--- src/rtl/scale_seek_if.sv ---
// Request/response bundle for scale_seek: value request in, resolved scale index out.
interface scale_seek_if;
  logic [31:0] value_in;
  logic        req_valid;
  logic        req_ready;
  logic        resp_valid;
  logic        resp_ready;
  logic [3:0]  scale_out;
  logic        exact;
  logic        overflow;

  modport master (
    output value_in, req_valid, resp_ready,
    input  req_ready, resp_valid, scale_out, exact, overflow
  );

  modport slave (
    input  value_in, req_valid, resp_ready,
    output req_ready, resp_valid, scale_out, exact, overflow
  );
endinterface

--- src/rtl/scale_seek.sv ---
// Resolves a time-base value to the smallest scale index whose table code covers it,
// walking the 1-2-5 table one entry per cycle.
//
// state  | meaning
// IDLE   | ready for a request; value latched on req_valid
// SEARCH | compare code(idx) against the latched value, one entry per cycle
// DONE   | result held on outputs until resp_ready
module scale_seek #(
  parameter int NUM_SCALES = 13
) (
  input  logic         clk,
  input  logic         rst,
  scale_seek_if.slave  bus
);

  localparam logic [3:0] LAST_IDX = 4'(NUM_SCALES - 1);

  typedef enum logic [1:0] {IDLE, SEARCH, DONE} state_t;

  state_t      state_q, state_d;
  logic [31:0] value_q, value_d;
  logic [3:0]  idx_q, idx_d;
  logic [3:0]  scale_q, scale_d;
  logic        exact_q, exact_d;
  logic        overflow_q, overflow_d;
  logic [31:0] code;

  always_comb begin
    case (idx_q)
      4'd0:    code = 32'd1000;
      4'd1:    code = 32'd2000;
      4'd2:    code = 32'd5000;
      4'd3:    code = 32'd10000;
      4'd4:    code = 32'd20000;
      4'd5:    code = 32'd50000;
      4'd6:    code = 32'd100000;
      4'd7:    code = 32'd200000;
      4'd8:    code = 32'd500000;
      4'd9:    code = 32'd1000000;
      4'd10:   code = 32'd2000000;
      4'd11:   code = 32'd5000000;
      default: code = 32'd10000000;
    endcase
  end

  always_comb begin
    state_d    = state_q;
    value_d    = value_q;
    idx_d      = idx_q;
    scale_d    = scale_q;
    exact_d    = exact_q;
    overflow_d = overflow_q;
    case (state_q)
      IDLE: begin
        if (bus.req_valid) begin
          value_d = bus.value_in;
          idx_d   = 4'd0;
          state_d = SEARCH;
        end
      end
      SEARCH: begin
        if (code >= value_q) begin
          scale_d    = idx_q;
          exact_d    = (code == value_q);
          overflow_d = 1'b0;
          state_d    = DONE;
        end else if (idx_q == LAST_IDX) begin
          scale_d    = LAST_IDX;
          exact_d    = 1'b0;
          overflow_d = 1'b1;
          state_d    = DONE;
        end else begin
          idx_d = idx_q + 4'd1;
        end
      end
      DONE: begin
        if (bus.resp_ready) state_d = IDLE;
      end
      default: state_d = IDLE;
    endcase
  end

  always_ff @(posedge clk or posedge rst) begin
    if (rst) begin
      state_q    <= IDLE;
      value_q    <= 32'd0;
      idx_q      <= 4'd0;
      scale_q    <= 4'd0;
      exact_q    <= 1'b0;
      overflow_q <= 1'b0;
    end else begin
      state_q    <= state_d;
      value_q    <= value_d;
      idx_q      <= idx_d;
      scale_q    <= scale_d;
      exact_q    <= exact_d;
      overflow_q <= overflow_d;
    end
  end

  assign bus.req_ready  = (state_q == IDLE);
  assign bus.resp_valid = (state_q == DONE);
  assign bus.scale_out  = scale_q;
  assign bus.exact      = exact_q;
  assign bus.overflow   = overflow_q;

endmodule
--- src/flat_wrapper.sv ---
// flat-port wrapper written by rule: the top's interface ports become plain ports
module scale_seek_flat 
#(
  parameter int NUM_SCALES = 13
)
  (clk, rst, bus_value_in, bus_req_valid, bus_resp_ready, bus_req_ready, bus_resp_valid, bus_scale_out, bus_exact, bus_overflow);
  scale_seek_if bus_i ();
  input  logic clk;
  input  logic rst;
  input wire logic [$bits(bus_i.value_in)-1:0] bus_value_in;
  input wire logic [$bits(bus_i.req_valid)-1:0] bus_req_valid;
  input wire logic [$bits(bus_i.resp_ready)-1:0] bus_resp_ready;
  output wire logic [$bits(bus_i.req_ready)-1:0] bus_req_ready;
  output wire logic [$bits(bus_i.resp_valid)-1:0] bus_resp_valid;
  output wire logic [$bits(bus_i.scale_out)-1:0] bus_scale_out;
  output wire logic [$bits(bus_i.exact)-1:0] bus_exact;
  output wire logic [$bits(bus_i.overflow)-1:0] bus_overflow;
  assign bus_i.value_in = bus_value_in;
  assign bus_i.req_valid = bus_req_valid;
  assign bus_i.resp_ready = bus_resp_ready;
  assign bus_req_ready = bus_i.req_ready;
  assign bus_resp_valid = bus_i.resp_valid;
  assign bus_scale_out = bus_i.scale_out;
  assign bus_exact = bus_i.exact;
  assign bus_overflow = bus_i.overflow;
  scale_seek #(.NUM_SCALES(NUM_SCALES)) u_core (.clk(clk), .rst(rst), .bus(bus_i));
endmodule
--- config.mk ---
export PLATFORM = sky130hd
export DESIGN_NAME = scale_seek_flat
export DESIGN_NICKNAME = d
export VERILOG_FILES = /design/src/rtl/scale_seek_if.sv /design/src/rtl/scale_seek.sv /design/src/flat_wrapper.sv
export SDC_FILE = /design/constraint.sdc
export NUM_CORES = 1
export LEC_CHECK = 0
export CAP_MARGIN = 30
export CORE_ASPECT_RATIO = 0.5
export CORE_MARGIN = 3
export CORE_UTILIZATION = 45
export CTS_CLUSTER_DIAMETER = 60
export DETAILED_ROUTE_END_ITERATION = 8
export DONT_BUFFER_PORTS = 1
export GPL_TIMING_DRIVEN = 0
export PLACE_DENSITY_LB_ADDON = 0.25
export SYNTH_ARGS = -nofsm -noshare
export SYNTH_HDL_FRONTEND = slang
export SYNTH_SLANG_ARGS = --single-unit
--- constraint.sdc ---
create_clock -name clk -period 6.8 [get_ports clk]
set_clock_uncertainty 0.15 [all_clocks]
set_input_delay 0 -clock clk [delete_from_list [all_inputs] [get_ports clk]]
set_output_delay 0 -clock clk [all_outputs]
set_load 0.05 [all_outputs]
### Word level (Yosys, flattened, before mapping)

Memories as Yosys holds them, arrays and structs flattened.
Cells that the tools add are included.

| word-level totals | value |
|---|---|
| register bits | 44 |
| bits in latches | 0 |
| RAM bits | 0 |
| ROM bits | 320 |
| word-level logic and storage cells | 40 |
| memories kept | 1 |

Memory list:

| name | depth | width | rd ports | clocked after memory_dff | write ports | RTL line | RTL |
|---|---|---|---|---|---|---|---|
| (no name shown) | 16 | 20 | 1 | 0 | 0 | scale_seek.sv:29 | `case (idx_q)` |

| cells by class | value |
|---|---|
| add/sub/neg operators | 1 |
| $mul | 0 |
| divide/modulo/power cells | 0 |
| magnitude comparators | 1 |
| eq/ne operators | 9 |
| shift-type cells | 0 |
| mux-type cells | 15 |
| bitwise gates (word level) | 0 |
| reduce and logical (&&, ||, !) cells | 7 |

Operators by type and width:

| cell | number |
|---|---|
| equality test 32 bit | 1 |
| >= comparator 32 bit | 1 |
| 2-to-1 mux 4 bit | 5 |
| 2-to-1 mux 2 bit | 4 |
| != test 2 bit (second input constant) | 4 |
| one-hot mux 4 bit (2 select lines) | 1 |
| one-hot mux 2 bit (3 select lines) | 1 |
| adder 4 x 1 -> 4 bit (second input constant) | 1 |
| equality test 4 bit (second input constant) | 1 |
| 2-to-1 mux 1 bit | 4 |
| AND reduction 2 bit | 2 |
| AND reduction 4 bit | 1 |
| nonzero test 2 bit | 2 |
| != test 3 x 1 -> 1 bit (second input constant) | 1 |
| AND reduction 3 bit | 1 |
| equality test 2 x 1 -> 1 bit (second input constant) | 1 |
| equality test 2 bit (second input constant) | 1 |
| zero test 2 bit | 1 |

### Logic depth before layout (Yosys ltp)

Gate-level depths: netlist of run 1.

| depth | value |
|---|---|
| depth after elaboration | 4 |
| depth in mapped cells | 13 |
| mapped depth without buffers | 12 |

### Worst setup path before layout of run 1

OpenSTA, ideal clock, no wires.

| timing | value |
|---|---|
| path type | register -> register |
| from | register u_core.idx_q[0] |
| to | register u_core.idx_q[1] |
| setup time | 0.128 ns |
| arrival time | 2.831 ns |
| slack | 3.691 ns |
| cell stages (with the launch flop) | 12 |
| clock period less this slack | 3.109 ns |
| cells stage by stage | dfrtp_1 > clkbuf_1 > inv_1 > ha_1 > o21a_1 > ha_1 > and4b_4 > nand2_1 > or3_4 > a41o_4 > nand4_2 > mux2_1 |

| on the way | value |
|---|---|
| word-level cells in the longest chain between the ends | 4 |

Ends and longest elaborated chain:

| item | RTL line | RTL |
|---|---|---|
| from (decl) | scale_seek.sv:22 | `logic [3:0] idx_q, idx_d;` |
| from (signal assigned) | scale_seek.sv:94 | `idx_q <= idx_d;` |
| memory (16 x 20 bit) / adder 4 x 1 -> 4 bit (equally long branches) | - |  |
| >= comparator 32 bit / 2-to-1 mux 4 bit (equally long branches) | scale_seek.sv:62, scale_seek.sv:67 |  |
| != test 2 bit (no source line) / 2-to-1 mux 4 bit (equally long branches) | - |  |
| AND reduction 4 bit (no source line) / one-hot mux 4 bit (2 select lines) (equally long branches) | - |  |

Several ways; a longest one is shown, not always the timed one. The select of a mux whose other input is x is not followed.
A chain may end at the register's enable or synchronous reset.

### Final worst setup path of run 1

Ends and elaborated chain as after synthesis.

==> results.json, run 1 <==
{
  "routedWlPerCell_microns": 14.58,
  "drt_wl_total_mm": 6.023,
  "rows": 18,
  "yosys.area.top_type_share_pct": 41.81,
  "cts_buffers": 5,
  "htreeDepth": 2,
  "power_density_nw_per_um2": 441.5,
  "crit_path_end_kind": "register",
  "wl_met3_microns": 410,
  "relSlewSlack_pct": 34.55,
  "synth_warnings": 0,
  "hp-class": "input port to asynchronous set/reset pin",
  "arrival_ns": 3.82,
  "post-synth-top-count-cell": "nand2_1",
  "synth_edf_count": 0,
  "die_area_sq_um": 6862,
  "synthCells": 295,
  "rsz0062_at_grt": "false",
  "worst-path-buf-inv": 2,
  "cts_setup_buffers": 0,
  "synth_ff_type": "dfrtp_1",
  "clock_latency_ns": 0.29,
  "clockRootBuffer": "clkbuf_16",
  "cts.sink_count": 44,
  "tightest_slew_ns": 0.9782,
  "post-route-util_pct": 62.23,
  "drive_above_1_share_pct": 5.539,
  "tritoncts": "yes",
  "core_area_sq_um": 5270,
  "seqPwrFrac_pct": 33.7,
  "fp.dieH_microns": 60.10,
  "viasPerCell": 5.218,
  "leakage_nw": 1.548,
  "grt_max_degree": 45,
  "cp_max_fo": 10,
  "clock_path_buffers": 2,
  "postCtsResizedCells": 0,
  "grt_usage_pct": 18.81,
  "drt_iter0_drc": 141,
  "cts_hold_buf": 38,
  "p_int_mw": 0.8202,
  "cp_slowest_stage_delay_ns": 0.41,
  "setup_viol": 0,
  "pwr-share-comb_pct": 49.1,
  "yosysTopAreaCell": "dfrtp_1",
  "grt.overflow.total": 0,
  "worstSetupStartpointType": "register",
  "wl_met1_mm": 2.934,
  "p_sw_share_pct": 43.35,
  "synth_seq_cells": 44,
  "antenna_left": 0,
  "n_antenna_cell": 0,
  "max_cap_violations": 0,
  "final_area_sq_um": 3279,
  "grt_pass1_wl_mm": 9.936,
  "final_nets": 408,
  "die_w_microns": 114.2,
  "syn_area_per_cell_sq_um": 8.928,
  "ys_types": 37,
  "drc": 0,
  "via_count": 2155,
  "period_minus_slack_ns": 3.805,
  "peakVddDrop_mv": 0.2153,
  "synth_nets": 361,
  "tns_ns": 0,
  "synthTopCellsByArea": "dfrtp_1 (42%), ha_1 (14%), nand2_1 (10%)",
  "dr.pass1.iters": 4,
  "report.final.hold_viol_count": 0,
  "cp.required_ns": 6.82,
  "run_status": "finished clean",
  "p_sw_mw": 0.6277,
  "ys_seq_area_share_pct": 41.81,
  "clk_pin_slew_ns": 0.06,
  "flow.area_growth_from_synthesis_pct": 24.51,
  "critPathSlowestCell": "ha_1",
  "drv_slew": 0,
  "synth_area_sq_um": 2634,
  "async_flop_share_pct": 100.0,
  "routed.top_layer": "met4",
  "p_clk_share_pct": 17.3,
  "initial_utilization_pct": 49.98,
  "crit_chain": "clkbuf_1 > inv_1 > ha_1 > a21oi_1 > a21oi_1 > ha_1 > nand4_1 > nor3_1 > o21ai_0 > a41o_4 > nand4_2 > mux2_1",
  "path_class": "register to register",
  "antenna_found_initial": 0,
  "max_freq_ghz": 0.2628,
  "crit_family": "compound AO/OA/AOI/OAI gates",
  "grt_pass1_vias": 2033,
  "gp_congestion": 0.8760,
  "dpl.hpwl_mm": 4.375,
  "place_area_sq_um": 2741,
  "yosys-top-cells-count": "nand2_1 (72), dfrtp_1 (44), inv_1 (32)",
  "io_pins": 44,
  "dr_wl_met2_mm": 2.635,
  "fin_crit_sh_pct": 55.96,
  "portBuffers": 0
}
## state kept, by name, indices dropped and copies added, names as in the netlist
signal and cells:
u_core.bus.scale_out 4, u_core.bus.overflow 1, u_core.idx_q 4, u_core.value_q 32
u_core.bus.exact 1, u_core.state_q 2
## cell type report
class                      count  area (sq um)
fill                         469          1991
inverter                      32         120.1
tap                           70         87.58
sequential                    44          1101
timing repair buffer          40         404.1
clock inverter                 2         15.01
buffer                        12         45.04
clock buffer                   6         138.9
multi-input combinational    207          1368
## routing by layer
layer	up-vias	global-route usage, %
met1	1015	26.97
met4	0	4.399
met5	-	0
met2	59	28.79
met3	5	4.651
li1	1076	-
## cell usage in the layout (no fill, tap or decap), types with 4 or more instances in the layout
cell	count
a21oi_1	12
and2_1	4
clkbuf_1	13
clkbuf_16	5
dfrtp_1	44
dlygate4sd3_1	38
ha_1	30
inv_1	31
mux2i_1	6
nand2_1	72
nand3_1	5
nor2_1	10
o21ai_0	28
o22a_1	4
## power by group through the flow
stage | clock network, mW | logic [mW] | registers, mW
3_5_place_dp | 0 | 0.671 | 0.493
3_3_place_gp | 0 | 0.643 | 0.489
6_report | 0.250 | 0.711 | 0.487
4_1_cts | 0.255 | 0.707 | 0.488
2_1_floorplan | 0 | 0.523 | 0.477
5_1_grt | 0.267 | 0.810 | 0.501
## per-stage QoR
stage / hold WS, ns / std cells / power [mW] / setup slack (ns)
final: 0.04715 / 413 / 1.448 / 2.995
after global routing: 0.08376 / 413 / 1.578 / 2.768
after CTS: 0.05080 / 412 / 1.450 / 3.055
after detailed placement: -0.2111 / 366 / 1.164 / 3.077
after global placement: -0.04030 / 365 / 1.133 / 3.138
after floorplan: -0.04456 / 295 / 0.9997 / 3.691
## worst paths after layout
path                                     from                  to  slack [ns]  depth (start not counted)
max reg2reg                   u_core.idx_q[0]     u_core.idx_q[1]        2.99                         12
min in group clk                bus_req_valid  u_core.value_q[16]        0.16                          4
max in group asynchronous                 rst  u_core.value_q[15]        6.22                          3
max                           u_core.idx_q[0]     u_core.idx_q[1]        2.99                         12
min                                       rst  u_core.value_q[30]        0.05                          3
min reg2reg                u_core.value_q[21]  u_core.value_q[21]        0.35                          2
## logic make-up after synthesis
group           Yosys count  synth area share (%)
simple gates            107                 19.43
compound gates           62                 15.11
buf+inv                  44                 6.271
flops                    44                 41.81
fa+ha+maj                30                 14.25
mux                       8                 3.135
## tightest hold or removal path, cell delays in order
cell and delay [ns]:
dlygate4sd3_1 0.55, inv_2 0.08, buf_12 0.23
(Power assumes the default switching activity.)
==> inputs of run 2 (changes only) <==
Clock period 6.8 ns to 3.8 ns, I/O delays scaled along.
==> results.json, run 2 (same netlist as run 1, synthesis figures left out) <==
{
  "drt_iter0_drc": 141,
  "report.final.hold_viol_count": 0,
  "die_w_microns": 114.2,
  "tritoncts": "yes",
  "antenna_left": 0,
  "rsz0062_at_grt": "false",
  "leakage_nw": 1.551,
  "io_pins": 44,
  "core_area_sq_um": 5270,
  "path_class": "register to register",
  "rr_worst_depth": 12,
  "dr_wl_met2_mm": 2.637,
  "ff2ff_setup_slack_ns": 0.19,
  "antenna_found_initial": 0,
  "regArea_sq_um": 1101,
  "cts_buffers": 5,
  "grt_max_degree": 45,
  "final_area_sq_um": 3281,
  "startpoint": "u_core.idx_q[0]",
  "stdcell_count": 413,
  "crit_path_end_kind": "register",
  "post-route-util_pct": 62.25,
  "clockRootBuffer": "clkbuf_16",
  "setup_viol": 0,
  "dpl.hpwl_mm": 4.375,
  "relSlewSlack_pct": 34.55,
  "placedCellCount": 366,
  "drv_slew": 0,
  "portBuffers": 0,
  "cts.sink_count": 44,
  "cp_max_fo": 10,
  "grt_usage_pct": 18.81,
  "run_status": "finished clean",
  "place_area_sq_um": 2741,
  "dr.pass1.iters": 4,
  "cp.required_ns": 3.82,
  "via_count": 2157,
  "clock_path_buffers": 2,
  "crit_chain": "clkbuf_2 > inv_1 > ha_1 > a21oi_1 > a21oi_1 > ha_1 > nand4_1 > nor3_1 > o21ai_0 > a41o_4 > nand4_2 > mux2_1",
  "drc": 0,
  "routedWlPerCell_microns": 14.58,
  "arrival_ns": 3.63,
  "final_cell_mix": "nand2_1 (72), dfrtp_1 (44), dlygate4sd3_1 (38)",
  "peakVddDrop_mv": 0.3855,
  "hp-class": "input port to asynchronous set/reset pin",
  "multi_input_area_sq_um": 1368,
  "worstSetupStartpointType": "register",
  "wl_met1_mm": 2.933,
  "drt_wl_total_mm": 6.022,
  "initial_utilization_pct": 49.98,
  "worst-path-buf-inv": 2,
  "period_minus_slack_ns": 3.611,
  "die_area_sq_um": 6862,
  "critPathSlowestCell": "dfrtp_1",
  "flow.area_growth_from_synthesis_pct": 24.56,
  "fin_crit_sh_pct": 95.03,
  "fp.dieH_microns": 60.10,
  "power_density_nw_per_um2": 790.4,
  "clock_latency_ns": 0.29,
  "cts_setup_buffers": 0,
  "crit_family": "compound AO/OA/AOI/OAI gates",
  "largest_register_ffs": 32,
  "max_freq_ghz": 0.2769,
  "grt_pass1_wl_mm": 9.936,
  "largest-register": "u_core.value_q",
  "gp_congestion": 0.8760,
  "mostFrequentLayoutCell": "nand2_1",
  "timing.rr.end": "u_core.idx_q[1]",
  "htreeDepth": 2,
  "fillers": 470,
  "viasPerCell": 5.223,
  "max_cap_violations": 0,
  "cp_slowest_stage_delay_ns": 0.40,
  "grt.overflow.total": 0,
  "tns_ns": 0,
  "routed.top_layer": "met4",
  "n_antenna_cell": 0,
  "rows": 18,
  "clk_pin_slew_ns": 0.06,
  "drive_above_1_share_pct": 5.831,
  "tightest_slew_ns": 0.9782,
  "grt_pass1_vias": 2033,
  "final_nets": 408,
  "wl_met3_microns": 407,
  "r2r-start": "u_core.idx_q[0]"
}
run 2: per-layer routing:
metal	GRT usage, %	vias to the layer above
li1	-	1076
met3	4.651	5
met1	26.97	1014
met5	0	-
met2	28.79	62
met4	4.399	0
run 2: what timing repair did:
action | 4_1_cts | 5_1_grt
hold endpoints to repair | 79 | 0
resized for setup | 0 | 2
setup endpoints to repair | 0 | 10
hold buffers | 38 | 0
run 2: worst max-delay path by stage:
stage	endpoint	cells past startpoint
finish	u_core.idx_q[1]	12
global route	u_core.idx_q[1]	12
CTS	u_core.idx_q[1]	12
detailed placement	u_core.idx_q[1]	12
global placement	u_core.idx_q[1]	12
floorplan	u_core.idx_q[1]	11
run 2: worst register-to-register path: stages, from the launching register on:
cell and delay (ns):
dfrtp_1 0.40, clkbuf_2 0.24, inv_1 0.16, ha_1 0.39
a21oi_1 0.18, a21oi_1 0.08, ha_1 0.33, nand4_1 0.12
nor3_1 0.38, o21ai_0 0.19, a41o_4 0.35, nand4_2 0.17
mux2_1 0.35
run 2: stage by stage:
stage	power, mW	hold WS, ns	setup slack (ns)
after floorplan	1.789	-0.04456	0.6911
after global placement	2.027	-0.04030	0.1379
after detailed placement	2.083	-0.2111	0.07721
after CTS	2.594	0.05080	0.05454
after global routing	2.825	0.08376	0.003450
final	2.593	0.04716	0.1890
run 2: power breakdown:
part / switching [mW] / internal (mW)
logic: 0.744 / 0.530
registers: 0.194 / 0.678
clock network: 0.186 / 0.261
total: 1.12 / 1.47
run 2: final cells by class:
type	count	share of cell area, %
Buffer	12	1.411
Clock buffer	6	4.233
Clock inverter	2	0.4577
Inverter	32	3.661
Multi-Input combinational cell	207	41.69
Sequential cell	44	33.56
Tap cell	70	2.670
Timing Repair Buffer	40	12.32
